**src/rtl/sr_strobe_gen_if.sv**
```systemverilog
// Request/strobe bundle for sr_strobe_gen.
//   master: requester + strobe consumer (drives REQ_VALID/REQ_IDX/REQ_SET)
//   slave : the strobe generator (drives REQ_READY, SO, RO, Q, BUSY, ERR)
//   REQ_VALID/REQ_READY : request handshake
//   REQ_IDX             : target SR cell index
//   REQ_SET             : 1 = set the cell, 0 = clear it
//   SO/RO               : per-cell S and R strobes, polarity set by the generator
//   Q                   : shadow copy of the SR bank
//   BUSY                : inverse of REQ_READY
//   ERR                 : one-cycle pulse on an out-of-range request
interface sr_strobe_gen_if #(
  parameter int unsigned WIDTH = 3,
  parameter int unsigned IDXW  = (WIDTH > 1) ? $clog2(WIDTH) : 1
);

  logic             REQ_VALID;
  logic             REQ_READY;
  logic [IDXW-1:0]  REQ_IDX;
  logic             REQ_SET;
  logic [WIDTH-1:0] SO;
  logic [WIDTH-1:0] RO;
  logic [WIDTH-1:0] Q;
  logic             BUSY;
  logic             ERR;

  modport master (
    output REQ_VALID, REQ_IDX, REQ_SET,
    input  REQ_READY, SO, RO, Q, BUSY, ERR
  );

  modport slave (
    input  REQ_VALID, REQ_IDX, REQ_SET,
    output REQ_READY, SO, RO, Q, BUSY, ERR
  );

endinterface

```
**src/rtl/sr_strobe_gen.sv**
```systemverilog
// Strobe sequencer for a bank of SR cells: takes one set/clear request per
// handshake, drives a polarity-correct S or R pulse of PULSE_LEN cycles on the
// addressed cell, then holds all strobes inactive for GAP_LEN guard cycles.
// A shadow copy of the bank state is kept in Q.
//   C   : clock, rising edge
//   R   : synchronous active-high reset
//   bus : sr_strobe_gen_if slave (request handshake, SO/RO strobes, Q, BUSY, ERR)
module sr_strobe_gen #(
  parameter int unsigned      WIDTH     = 3,
  parameter logic [WIDTH-1:0] INIT      = '0,
  parameter logic             S_POL     = 1'b1,
  parameter logic             R_POL     = 1'b1,
  parameter int unsigned      PULSE_LEN = 2,
  parameter int unsigned      GAP_LEN   = 1
) (
  input  logic           C,
  input  logic           R,
  sr_strobe_gen_if.slave bus
);

  localparam int unsigned IDXW    = (WIDTH > 1) ? $clog2(WIDTH) : 1;
  localparam int unsigned MAX_LEN = (PULSE_LEN > GAP_LEN) ? PULSE_LEN : GAP_LEN;
  localparam int unsigned CNTW    = (MAX_LEN > 0) ? $clog2(MAX_LEN + 1) : 1;

  // Inactive levels of the strobe vectors.
  localparam logic [WIDTH-1:0] S_IDLE = {WIDTH{~S_POL}};
  localparam logic [WIDTH-1:0] R_IDLE = {WIDTH{~R_POL}};

  typedef enum logic [1:0] {
    IDLE  = 2'd0,
    PULSE = 2'd1,
    GAP   = 2'd2
  } state_e;

  state_e           state_q;
  logic [CNTW-1:0]  cnt_q;
  logic [WIDTH-1:0] so_q;
  logic [WIDTH-1:0] ro_q;
  logic [WIDTH-1:0] q_q;
  logic             err_q;

  logic             ready;
  logic             accept;
  logic             idx_ok;
  logic [WIDTH-1:0] hit;

  // Handshake decode; reset priority is applied in the sequential block.
  assign ready  = (state_q == IDLE);
  assign accept = bus.REQ_VALID && ready;
  assign idx_ok = (32'(bus.REQ_IDX) < WIDTH);
  // One-hot select of the addressed cell; XOR against the idle level makes it active.
  assign hit    = idx_ok ? (WIDTH'(1) << bus.REQ_IDX) : '0;

  // Sequencer: IDLE -> PULSE (PULSE_LEN cycles) -> GAP (GAP_LEN cycles) -> IDLE.
  always_ff @(posedge C) begin
    if (R) begin
      state_q <= IDLE;
      cnt_q   <= '0;
      so_q    <= S_IDLE;
      ro_q    <= R_IDLE;
      q_q     <= INIT;
      err_q   <= 1'b0;
    end else begin
      err_q <= 1'b0;
      unique case (state_q)
        IDLE: begin
          if (accept) begin
            if (idx_ok) begin
              state_q <= PULSE;
              cnt_q   <= CNTW'(PULSE_LEN);
              if (bus.REQ_SET) begin
                so_q <= S_IDLE ^ hit;
                q_q  <= q_q | hit;
              end else begin
                ro_q <= R_IDLE ^ hit;
                q_q  <= q_q & ~hit;
              end
            end else begin
              err_q <= 1'b1;
            end
          end
        end
        PULSE: begin
          // Last active cycle: release the strobe on this edge.
          if (cnt_q == CNTW'(1)) begin
            so_q <= S_IDLE;
            ro_q <= R_IDLE;
            if (GAP_LEN == 0) begin
              state_q <= IDLE;
            end else begin
              state_q <= GAP;
              cnt_q   <= CNTW'(GAP_LEN);
            end
          end else begin
            cnt_q <= cnt_q - CNTW'(1);
          end
        end
        GAP: begin
          if (cnt_q == CNTW'(1)) begin
            state_q <= IDLE;
          end else begin
            cnt_q <= cnt_q - CNTW'(1);
          end
        end
        default: begin
          state_q <= IDLE;
        end
      endcase
    end
  end

  assign bus.REQ_READY = ready;
  assign bus.BUSY      = ~ready;
  assign bus.SO        = so_q;
  assign bus.RO        = ro_q;
  assign bus.Q         = q_q;
  assign bus.ERR       = err_q;

endmodule

```
**src/flat_wrapper.sv**
```systemverilog
// flat-port wrapper written by rule: the top's interface ports become plain ports
module sr_strobe_gen_flat 
#(
  parameter int unsigned      WIDTH     = 3,
  parameter logic [WIDTH-1:0] INIT      = '0,
  parameter logic             S_POL     = 1'b1,
  parameter logic             R_POL     = 1'b1,
  parameter int unsigned      PULSE_LEN = 2,
  parameter int unsigned      GAP_LEN   = 1
)
  (C, R, bus_REQ_VALID, bus_REQ_IDX, bus_REQ_SET, bus_REQ_READY, bus_SO, bus_RO, bus_Q, bus_BUSY, bus_ERR);
  sr_strobe_gen_if #(.WIDTH(WIDTH), .IDXW((2))) bus_i ();
  input  logic C;
  input  logic R;
  input wire logic [$bits(bus_i.REQ_VALID)-1:0] bus_REQ_VALID;
  input wire logic [$bits(bus_i.REQ_IDX)-1:0] bus_REQ_IDX;
  input wire logic [$bits(bus_i.REQ_SET)-1:0] bus_REQ_SET;
  output wire logic [$bits(bus_i.REQ_READY)-1:0] bus_REQ_READY;
  output wire logic [$bits(bus_i.SO)-1:0] bus_SO;
  output wire logic [$bits(bus_i.RO)-1:0] bus_RO;
  output wire logic [$bits(bus_i.Q)-1:0] bus_Q;
  output wire logic [$bits(bus_i.BUSY)-1:0] bus_BUSY;
  output wire logic [$bits(bus_i.ERR)-1:0] bus_ERR;
  assign bus_i.REQ_VALID = bus_REQ_VALID;
  assign bus_i.REQ_IDX = bus_REQ_IDX;
  assign bus_i.REQ_SET = bus_REQ_SET;
  assign bus_REQ_READY = bus_i.REQ_READY;
  assign bus_SO = bus_i.SO;
  assign bus_RO = bus_i.RO;
  assign bus_Q = bus_i.Q;
  assign bus_BUSY = bus_i.BUSY;
  assign bus_ERR = bus_i.ERR;
  sr_strobe_gen #(.WIDTH(WIDTH), .INIT(INIT), .S_POL(S_POL), .R_POL(R_POL), .PULSE_LEN(PULSE_LEN), .GAP_LEN(GAP_LEN)) u_core (.C(C), .R(R), .bus(bus_i));
endmodule
```
**config.mk**
```make
export PLATFORM = sky130hd
export DESIGN_NAME = sr_strobe_gen_flat
export DESIGN_NICKNAME = d
export VERILOG_FILES = /design/src/rtl/sr_strobe_gen_if.sv /design/src/rtl/sr_strobe_gen.sv /design/src/flat_wrapper.sv
export SDC_FILE = /design/constraint.sdc
export NUM_CORES = 1
export LEC_CHECK = 0
export CAP_MARGIN = 30
export CORE_UTILIZATION = 48
export CTS_BUF_LIST = sky130_fd_sc_hd__clkbuf_4 sky130_fd_sc_hd__clkbuf_8 sky130_fd_sc_hd__clkbuf_16
export CTS_CLUSTER_SIZE = 20
export DETAILED_ROUTE_END_ITERATION = 10
export PLACE_DENSITY = 0.77
export SETUP_SLACK_MARGIN = 0.3
export SLEW_MARGIN = 40
export SYNTH_ARGS = -nofsm -noshare
export SYNTH_HDL_FRONTEND = slang
export SYNTH_SLANG_ARGS = --single-unit
```
**constraint.sdc**
```tcl
create_clock -name C -period 1.8 [get_ports C]
set_input_delay 0.54 -clock C [delete_from_list [all_inputs] [get_ports C]]
set_output_delay 0.54 -clock C [all_outputs]
set_load 0.005 [all_outputs]
```
# Yosys cells after proc, flatten, opt, wreduce, memory -nomap -nowiden
# Cells that the tools add are included.
totals:
  ff_bits: 14
  out_inout_bits: 12
  word_cells: 56
classes:
  add_sub_neg: 1
  magnitude_cmp: 1
  n_eq_ne: 10
  shift: 1
  n_mux: 22
  bitwise_logic: 5
  reduce_logical: 10
ops:
  columns: ["cell", "n"]
  rows:
  - ["$mux 3", 9]
  - ["$mux 2", 8]
  - ["$pmux 2 s3", 2]
  - ["$pmux 3 s2", 2]
  - ["$ne 2x2->1 const B", 5]
  - ["$reduce_and 5->1", 2]
  - ["$reduce_and 4->1", 2]
  - ["$eq 2x1->1 const B", 2]
  - ["$ne 2x1->1 const B", 2]
  - ["$and 3x3->3", 1]
  - ["$not 3->3", 1]
  - ["$or 3x3->3", 1]
  - ["$reduce_and 3->1", 1]
  - ["$reduce_bool 3->1", 1]
  - ["$reduce_or 3->1", 1]
  - ["$shl 1x2->3 const A", 1]
  - ["$eq 2x2->1 const B", 1]
  - ["$logic_not 2->1", 1]
  - ["$lt 2x2->1 const B", 1]
  - ["$not 1->1", 2]
  - ["$reduce_bool 2->1", 1]
  - ["$sub 2x1->2 const B", 1]
  - ["$logic_and 1x1->1", 1]
  - ["$mux 1", 1]

# Longest topological paths before layout
# Gate-level depths: netlist (run 1).
logic_depth:
  word_depth: 6
  ltp_mapped: 6
  depth_no_buf: 6

# Worst setup path before layout (run 1)
# Ideal clock, no wire load.
synth_timing:
  path_kind: "register to register"
  from: "register u_core.state_q[0]"
  to: "register u_core.ro_q[0], in the netlist u_core.bus.RO[0]"
  setup_ns: 0.072
  t_arrival_ns: 1.426
  required_ns: 1.728
  path_slack_ns: 0.303
  path_stages_with_launch: 7
  path_buffers: 0
  synth_period_minus_slack_ns: 1.497
  path_cell_list: "dfxtp_1 > inv_1 > ha_1 > nand2b_2 > nand2_2 > a211oi_2 > mux2i_1"
synth_between:
  elab_chain_len: 4
  word_cells_on_any_way: 10
  cone_classes: "eq/ne (5); mux (1); reduce/logical (4)"
synth_rtl:
  columns: ["item", "line", "rtl"]
  rows:
  - ["start, declared", "sr_strobe_gen.sv:35", "state_e state_q;"]
  - ["start signal, assigned", "sr_strobe_gen.sv:57", "state_q <= IDLE;"]
  - ["start signal, assigned", "sr_strobe_gen.sv:69", "state_q <= PULSE;"]
  - ["start signal, assigned", "sr_strobe_gen.sv:89", "state_q <= IDLE;"]
  - ["$logic_not 2->1", "sr_strobe_gen.sv:48, sr_strobe_gen.sv:65", null]
  - ["$logic_and 1x1->1", "sr_strobe_gen.sv:49", "assign accept = bus.REQ_VALID && ready;"]
  - ["$ne 2x2->1 (no source line)", null, null]
  - ["$reduce_and 5->1 (no source line)", null, null]
  - ["end signal, assigned", "sr_strobe_gen.sv:75", "ro_q <= R_IDLE ^ hit;"]
  - ["end, declared", "sr_strobe_gen.sv:38", "logic [WIDTH-1:0] ro_q;"]
# Several ways; a longest one is shown, not always the timed one.
# A chain may end at the register's enable or synchronous reset.

# Worst setup path after layout (run 1)
layout_timing:
  from: "register u_core.state_q[0]"
  to: "output bus_BUSY"
layout_between:
  elab_chain_len: 2
layout_rtl:
  columns: ["item", "line", "rtl"]
  rows:
  - ["$logic_not 2->1", "sr_strobe_gen.sv:48", "assign ready = (state_q == IDLE);"]
  - ["$not 1->1", "sr_strobe_gen.sv:113", "assign bus.BUSY = ~ready;"]
  - ["end, declared", "flat_wrapper.sv:22", "output wire logic [$bits(bus_i.BUSY)-1:0] bus_BUSY;"]
# No other way between the ends.

==> impl_metrics.ini, run 1 <==
[sta]
max_slew_margin = 0.771
fin_skew_ns = 0.00742
hold_viol_final = 0
tns_ns = 0
fmax_mhz = 643
hold-worst-slack_ns = 0.475
drv_slew = 0
period_needed_ns = 1.56
tightest_slew_ns = 0.344
grt_setup_unrepaired = true
setup_viol = 0
final.period_utilization = 0.864

[critical_path]
cp_cell_sequence = inv_4 -> ha_4 -> inv_2 -> clkbuf_2
cpPeakStageDelay_ns = 0.36
r2r_slack_ns = 0.28
endpoint_kind = output port
crit_slowest_cell = dfxtp_2
crit_required_ns = 1.26
cp_top_family = flip-flops
start_kind = flop
crit_buf_inv = 3
crit_fanout = 3
arrival_ns = 1.02
path_class = reg2out

[floorplan]
die_w_um = 43.2
die_h_um = 43.2
start_util = 0.528
fp-row-count = 14
die_area_um2 = 1860
ioPinCount = 18
core_um2 = 1540

[cts]
clk_pin_slew_ns = 0.10
clock-sinks = 14
tritoncts = built
clk_latency_ns = 0.30
clock-root-buffer = clkbuf_4
cts_hold_buf = 0
clk_path_buf_depth = 2
cts_buffers = 3
ctsHtreeMaxLevel = 1

[power_and_ir_drop]
power_uw = 934
p_leak_nw = 0.563
vdd.ir_drop.worst_mv = 0.733
powerDensity_nw_per_um2 = 758

[global_route]
grt_first_pass_wirelength_um = 3190
grt_pass1_vias = 742
antenna_found_initial = 0
grt_overflow = 0
grt_util_all_layers = 0.235
grt_max_degree = 16

[placed_design]
gp_congestion = 0.808
place_area_um2 = 1070
post-place-cells = 125
portBuffers = 17
dp_hpwl_um = 1350

[run]
cap_violations = 0

[cells_and_area]
fillCellCount = 101
syn2layout_area_growth_pct = 51.5
drive_gt1_frac = 0.448
fin_area_um2 = 1230
final_nets = 132
n_antenna_cell = 0
stdcell_count = 132

[route]
drt_wl_total_um = 2150
antenna_violating_nets_post_route = 0
drt_iter0_markers = 13
avgViaCountPerCell = 5.77
wl_per_cell_um = 16.3
drt_first_pass_iters = 4
route.detailed.drc = 0
dr_total_vias = 761

[min_path]
min_path_type = reg2reg

[synthesis]
synth-seq-area-share = 0.345
syn_nets = 98
yosysWarnings = 0
synth_area_um2 = 813
synth.ff_latch_count = 14
yosysUniqueCellTypes = 31
synth_cells = 83
syn-mean-instance-area_um2 = 9.80

[outcome]
status = completed
-- synth_stat cells, drive strengths merged --
library cell | n | area share
a2111oi | 1 | 0.018
nor4 | 1 | 0.015
o21ai | 2 | 0.012
nand4 | 1 | 0.0077
o2111a | 1 | 0.014
nor3 | 1 | 0.0061
a31oi | 1 | 0.0077
a211oi | 2 | 0.025
nand2 | 4 | 0.022
nand2b | 7 | 0.057
a21oi | 1 | 0.0061
mux2i | 11 | 0.14
nor2b | 1 | 0.0077
nor4bb | 1 | 0.012
nor2 | 6 | 0.028
o22ai | 2 | 0.015
nand3 | 2 | 0.018
dfxtp | 14 | 0.34
or4b | 2 | 0.025
clkbuf | 1 | 0.0046
nand3b | 2 | 0.018
or4 | 1 | 0.0092
a211o | 1 | 0.011
ha | 9 | 0.14
o211ai | 1 | 0.0092
inv | 7 | 0.032
-- cells in the final DEF, fill, tap and decap left out, drive strengths merged --
cell,synthesis,final
nand2,4,4
a31oi,1,1
a21oi,1,1
nor4,1,1
o211ai,1,1
nand4,1,1
mux2i,11,11
nor2b,1,1
a211oi,2,2
buf,0,14
nor4bb,1,1
dlygate4sd2,0,13
or4,1,1
inv,7,7
ha,9,9
a2111oi,1,1
o22ai,2,2
or4b,2,2
nor2,6,6
nand3b,2,2
o21ai,2,2
clkdlybuf4s50,0,2
dfxtp,14,14
clkbuf,1,5
a211o,1,1
o2111a,1,1
nand2b,7,7
nand3,2,2
nor3,1,1
-- metal layers --
layer / GRT usage / routed length (um) / up-vias
met5: 0 / 0 / -
met4: 0.145 / 48 / 0
met3: 0.0511 / 48 / 5
met2: 0.403 / 1140 / 13
met1: 0.257 / 919 / 378
li1: - / - / 365
-- report_power, final --
part / leakage, nW / switching [mW] / internal (mW)
clock network: 0.0210 / 0.116 / 0.123
registers: 0.118 / 0.0124 / 0.332
logic: 0.424 / 0.174 / 0.175
-- kinds of logic after synthesis --
logic type      count (synthesis)  share of synthesized area
compound gates                 12                      0.118
fa+ha+maj                       9                      0.138
buf+inv                         8                     0.0369
flops                          14                      0.345
mux                            11                      0.135
simple gates                   29                      0.226
-- stage by stage --
step                      worst slack [ns]   util
after floorplan                      0.303      -
final                                0.244  0.800
after global placement              -0.103  0.697
after CTS                           0.0967  0.752
after global routing                 0.204  0.800
after detailed placement            -0.134  0.697
-- worst reg2reg max path, cell delays in order (launching register included) --
cell	delay, ns
dfxtp_2	0.36
inv_4	0.06
buf_4	0.16
ha_4	0.18
or4_4	0.54
mux2i_1	0.15
-- path summary, 6_finish.rpt --
check / endpoint / depth (start not counted) / start
worst max-delay path: bus_BUSY / 4 / u_core.state_q[0]$_SDFFE_PP0P_
worst min-delay path: u_core.bus.RO[2]$_SDFFE_PP0P_ / 2 / u_core.bus.RO[2]$_SDFFE_PP0P_
worst max register to register: u_core.bus.SO[0]$_SDFFE_PP0P_ / 5 / u_core.state_q[1]$_SDFFE_PP0P_
worst min register to register: u_core.bus.RO[2]$_SDFFE_PP0P_ / 2 / u_core.bus.RO[2]$_SDFFE_PP0P_
-- layout make-up --
type	instances	area, um^2	share of cell area
inverter	7	36.3	0.0294
multi-input combinational	61	596	0.483
tap	16	20.0	0.0162
timing repair buffer	30	251	0.204
clock buffer	4	36.3	0.0294
sequential	14	293	0.238
-- timing repair --
item | in CTS | in global routing
endpoints found under the setup margin | 24 | 13
pin swaps | 0 | 3
cloned | 0 | 0
resized for setup | 39 | 19
setup buffers | 2 | 1
Note: power is estimated with default switching activity, not from simulation.
==> run 2, diff against run 1 <==
--- a/config.mk
+++ b/config.mk
@@ -8,7 +8,7 @@
 export CAP_MARGIN = 30
 export CORE_UTILIZATION = 48
 export CTS_BUF_LIST = sky130_fd_sc_hd__clkbuf_4 sky130_fd_sc_hd__clkbuf_8 sky130_fd_sc_hd__clkbuf_16
-export CTS_CLUSTER_SIZE = 20
+export CTS_CLUSTER_SIZE = 16
 export DETAILED_ROUTE_END_ITERATION = 10
 export PLACE_DENSITY = 0.77
 export SETUP_SLACK_MARGIN = 0.3
==> constraint.sdc (replaced) <==
create_clock -name C -period 1.6 [get_ports C]
set_input_delay 0.48 -clock C [delete_from_list [all_inputs] [get_ports C]]
set_output_delay 0.48 -clock C [all_outputs]
set_load 0.005 [all_outputs]
==> run 2 against run 1 <==
Net effect:
- critical path depth rose by 4
- power rose by 28%
- worst setup slack got worse by 0.24 ns
- highest routed layer unchanged
==> impl_metrics.ini, run 2 (synthesis gave the netlist of run 1 again) <==
[outcome]
status = completed

[sta]
grt_setup_unrepaired = true
final.period_utilization = 0.995
fin_skew_ns = 0.00194
max_slew_margin = 0.717
setup_viol = 0
period_needed_ns = 1.59
fmax_mhz = 628
hold_viol_final = 0
drv_slew = 0
tightest_slew_ns = 0.423

[floorplan]
start_util = 0.528
die_area_um2 = 1860
fp-row-count = 14
ioPinCount = 18
die_h_um = 43.2
die_w_um = 43.2
core_um2 = 1540

[global_route]
grt_overflow = 0
grt_util_all_layers = 0.290
grtUsageMet3 = 0.0596
top_usage_layer = met2
grt_pass1_vias = 861
grt_max_degree = 16
grt_use_met2 = 0.534
antenna_found_initial = 0
grtUsageMet1 = 0.325
grt_first_pass_wirelength_um = 3970

[cells_and_area]
final_cell_mix = buf_4 (15), mux2i_1 (11), dfxtp_2 (10)
utilization = 0.906
multi_input_area_um2 = 692
n_antenna_cell = 0
syn2layout_area_growth_pct = 71.7
seq_area_um2 = 297
layout_commonest_cell = buf_4
fillCellCount = 60
final_nets = 141
drive_gt1_frac = 0.600

[placed_design]
dp_hpwl_um = 1460
gp_congestion = 0.862
portBuffers = 17

[critical_path]
crit_required_ns = 1.77
cp_cell_sequence = inv_4 -> buf_6 -> ha_4 -> buf_6 -> nand2b_4 -> buf_6 -> o2111a_1 -> a2111oi_4
worst_path_most_repeated_cell = buf_6
cpPeakStageDelay_ns = 0.36
endpoint_kind = flop
start_kind = flop
arrival_ns = 1.76
path_class = reg2reg
crit_slowest_cell = dfxtp_4
cp_top_family = compound AO/OA/AOI/OAI gates
crit_buf_inv = 4
crit_fanout = 5

[cts]
ctsHtreeMaxLevel = 1
clock-root-buffer = clkbuf_4
cts_buffers = 3
clk_path_buf_depth = 2
clk_latency_ns = 0.28
clk_pin_slew_ns = 0.09
tritoncts = built
cts_hold_buf = 0
clock-sinks = 14

[power_and_ir_drop]
p_leak_nw = 0.601
vdd.ir_drop.worst_mv = 0.615
powerDensity_nw_per_um2 = 858
power_mw = 1.20

[route]
wl_per_cell_um = 19.9
drt_iter0_markers = 23
dr_total_vias = 860
antenna_violating_nets_post_route = 0
avgViaCountPerCell = 6.10
drt_first_pass_iters = 4
route.detailed.drc = 0
drt_wl_total_um = 2810

[run]
cap_violations = 0

[min_path]
min_path_type = reg2reg
run 2: changes by cell type in the layout (fill, tap and decap cells not counted), moves of 2 or more:
cell,change
buf_2,+3
buf_4,+3
buf_6,+5
clkbuf_2,+6
dlygate4sd2_1,-10
nand2_4,+2
run 2: final timing paths:
| path | from | end | slack, ns | cells past startpoint |
|---|---|---|---|---|
| setup / recovery | u_core.state_q[0]$_SDFFE_PP0P_ | u_core.state_q[1]$_SDFFE_PP0P_ | 0.007 | 8 |
| hold / removal | u_core.bus.RO[1]$_SDFFE_PP0P_ | u_core.bus.RO[1]$_SDFFE_PP0P_ | 0.49 | 2 |
| setup reg to reg | u_core.state_q[0]$_SDFFE_PP0P_ | u_core.state_q[1]$_SDFFE_PP0P_ | 0.007 | 8 |
| hold reg to reg | u_core.bus.RO[1]$_SDFFE_PP0P_ | u_core.bus.RO[1]$_SDFFE_PP0P_ | 0.49 | 2 |
run 2: final cells by class:
type	instances	share of cell area
flip-flops and latches	14	0.212
clock buffers	4	0.0260
multi-input cells	61	0.496
repair buffers	39	0.228
well taps	16	0.0143
inverters	7	0.0242
run 2: metrics by stage:
step	setup WS [ns]	hold slack, ns	area [um^2]	cells	TNS (ns)
6_report	0.00723	0.490	1400	141	0
5_1_grt	-0.0192	0.508	1400	141	-0.0678
4_1_cts	0.0328	0.478	1330	135	0
3_5_place_dp	-0.294	0.464	1140	126	-2.78
3_3_place_gp	-0.235	0.463	1140	126	-2.31
2_1_floorplan	0.300	0.464	876	83	0
run 2: power breakdown:
part	switching, mW	internal (mW)	leakage, nW	total [mW]
sequential	0.0159	0.375	0.119	0.391
combinational	0.267	0.276	0.461	0.542
clock	0.127	0.139	0.0210	0.266
run 2: per-layer routing:
metal	vias up	routed length, um
met5	-	0
met3	15	140
li1	384	-
met2	44	1410
met4	0	97
met1	417	1160
run 2: timing repair:
item | 4_1_cts | 5_1_grt
gates resized for setup | 69 | 15
buffers inserted | 5 | 6
endpoints found under the setup margin | 25 | 24
pin swaps | 12 | 8
run 2: tightest hold or removal path, cell delays in order (launching register included):
cell	delay (ns)
dfxtp_2	0.33
nand2b_1	0.07
mux2i_1	0.06
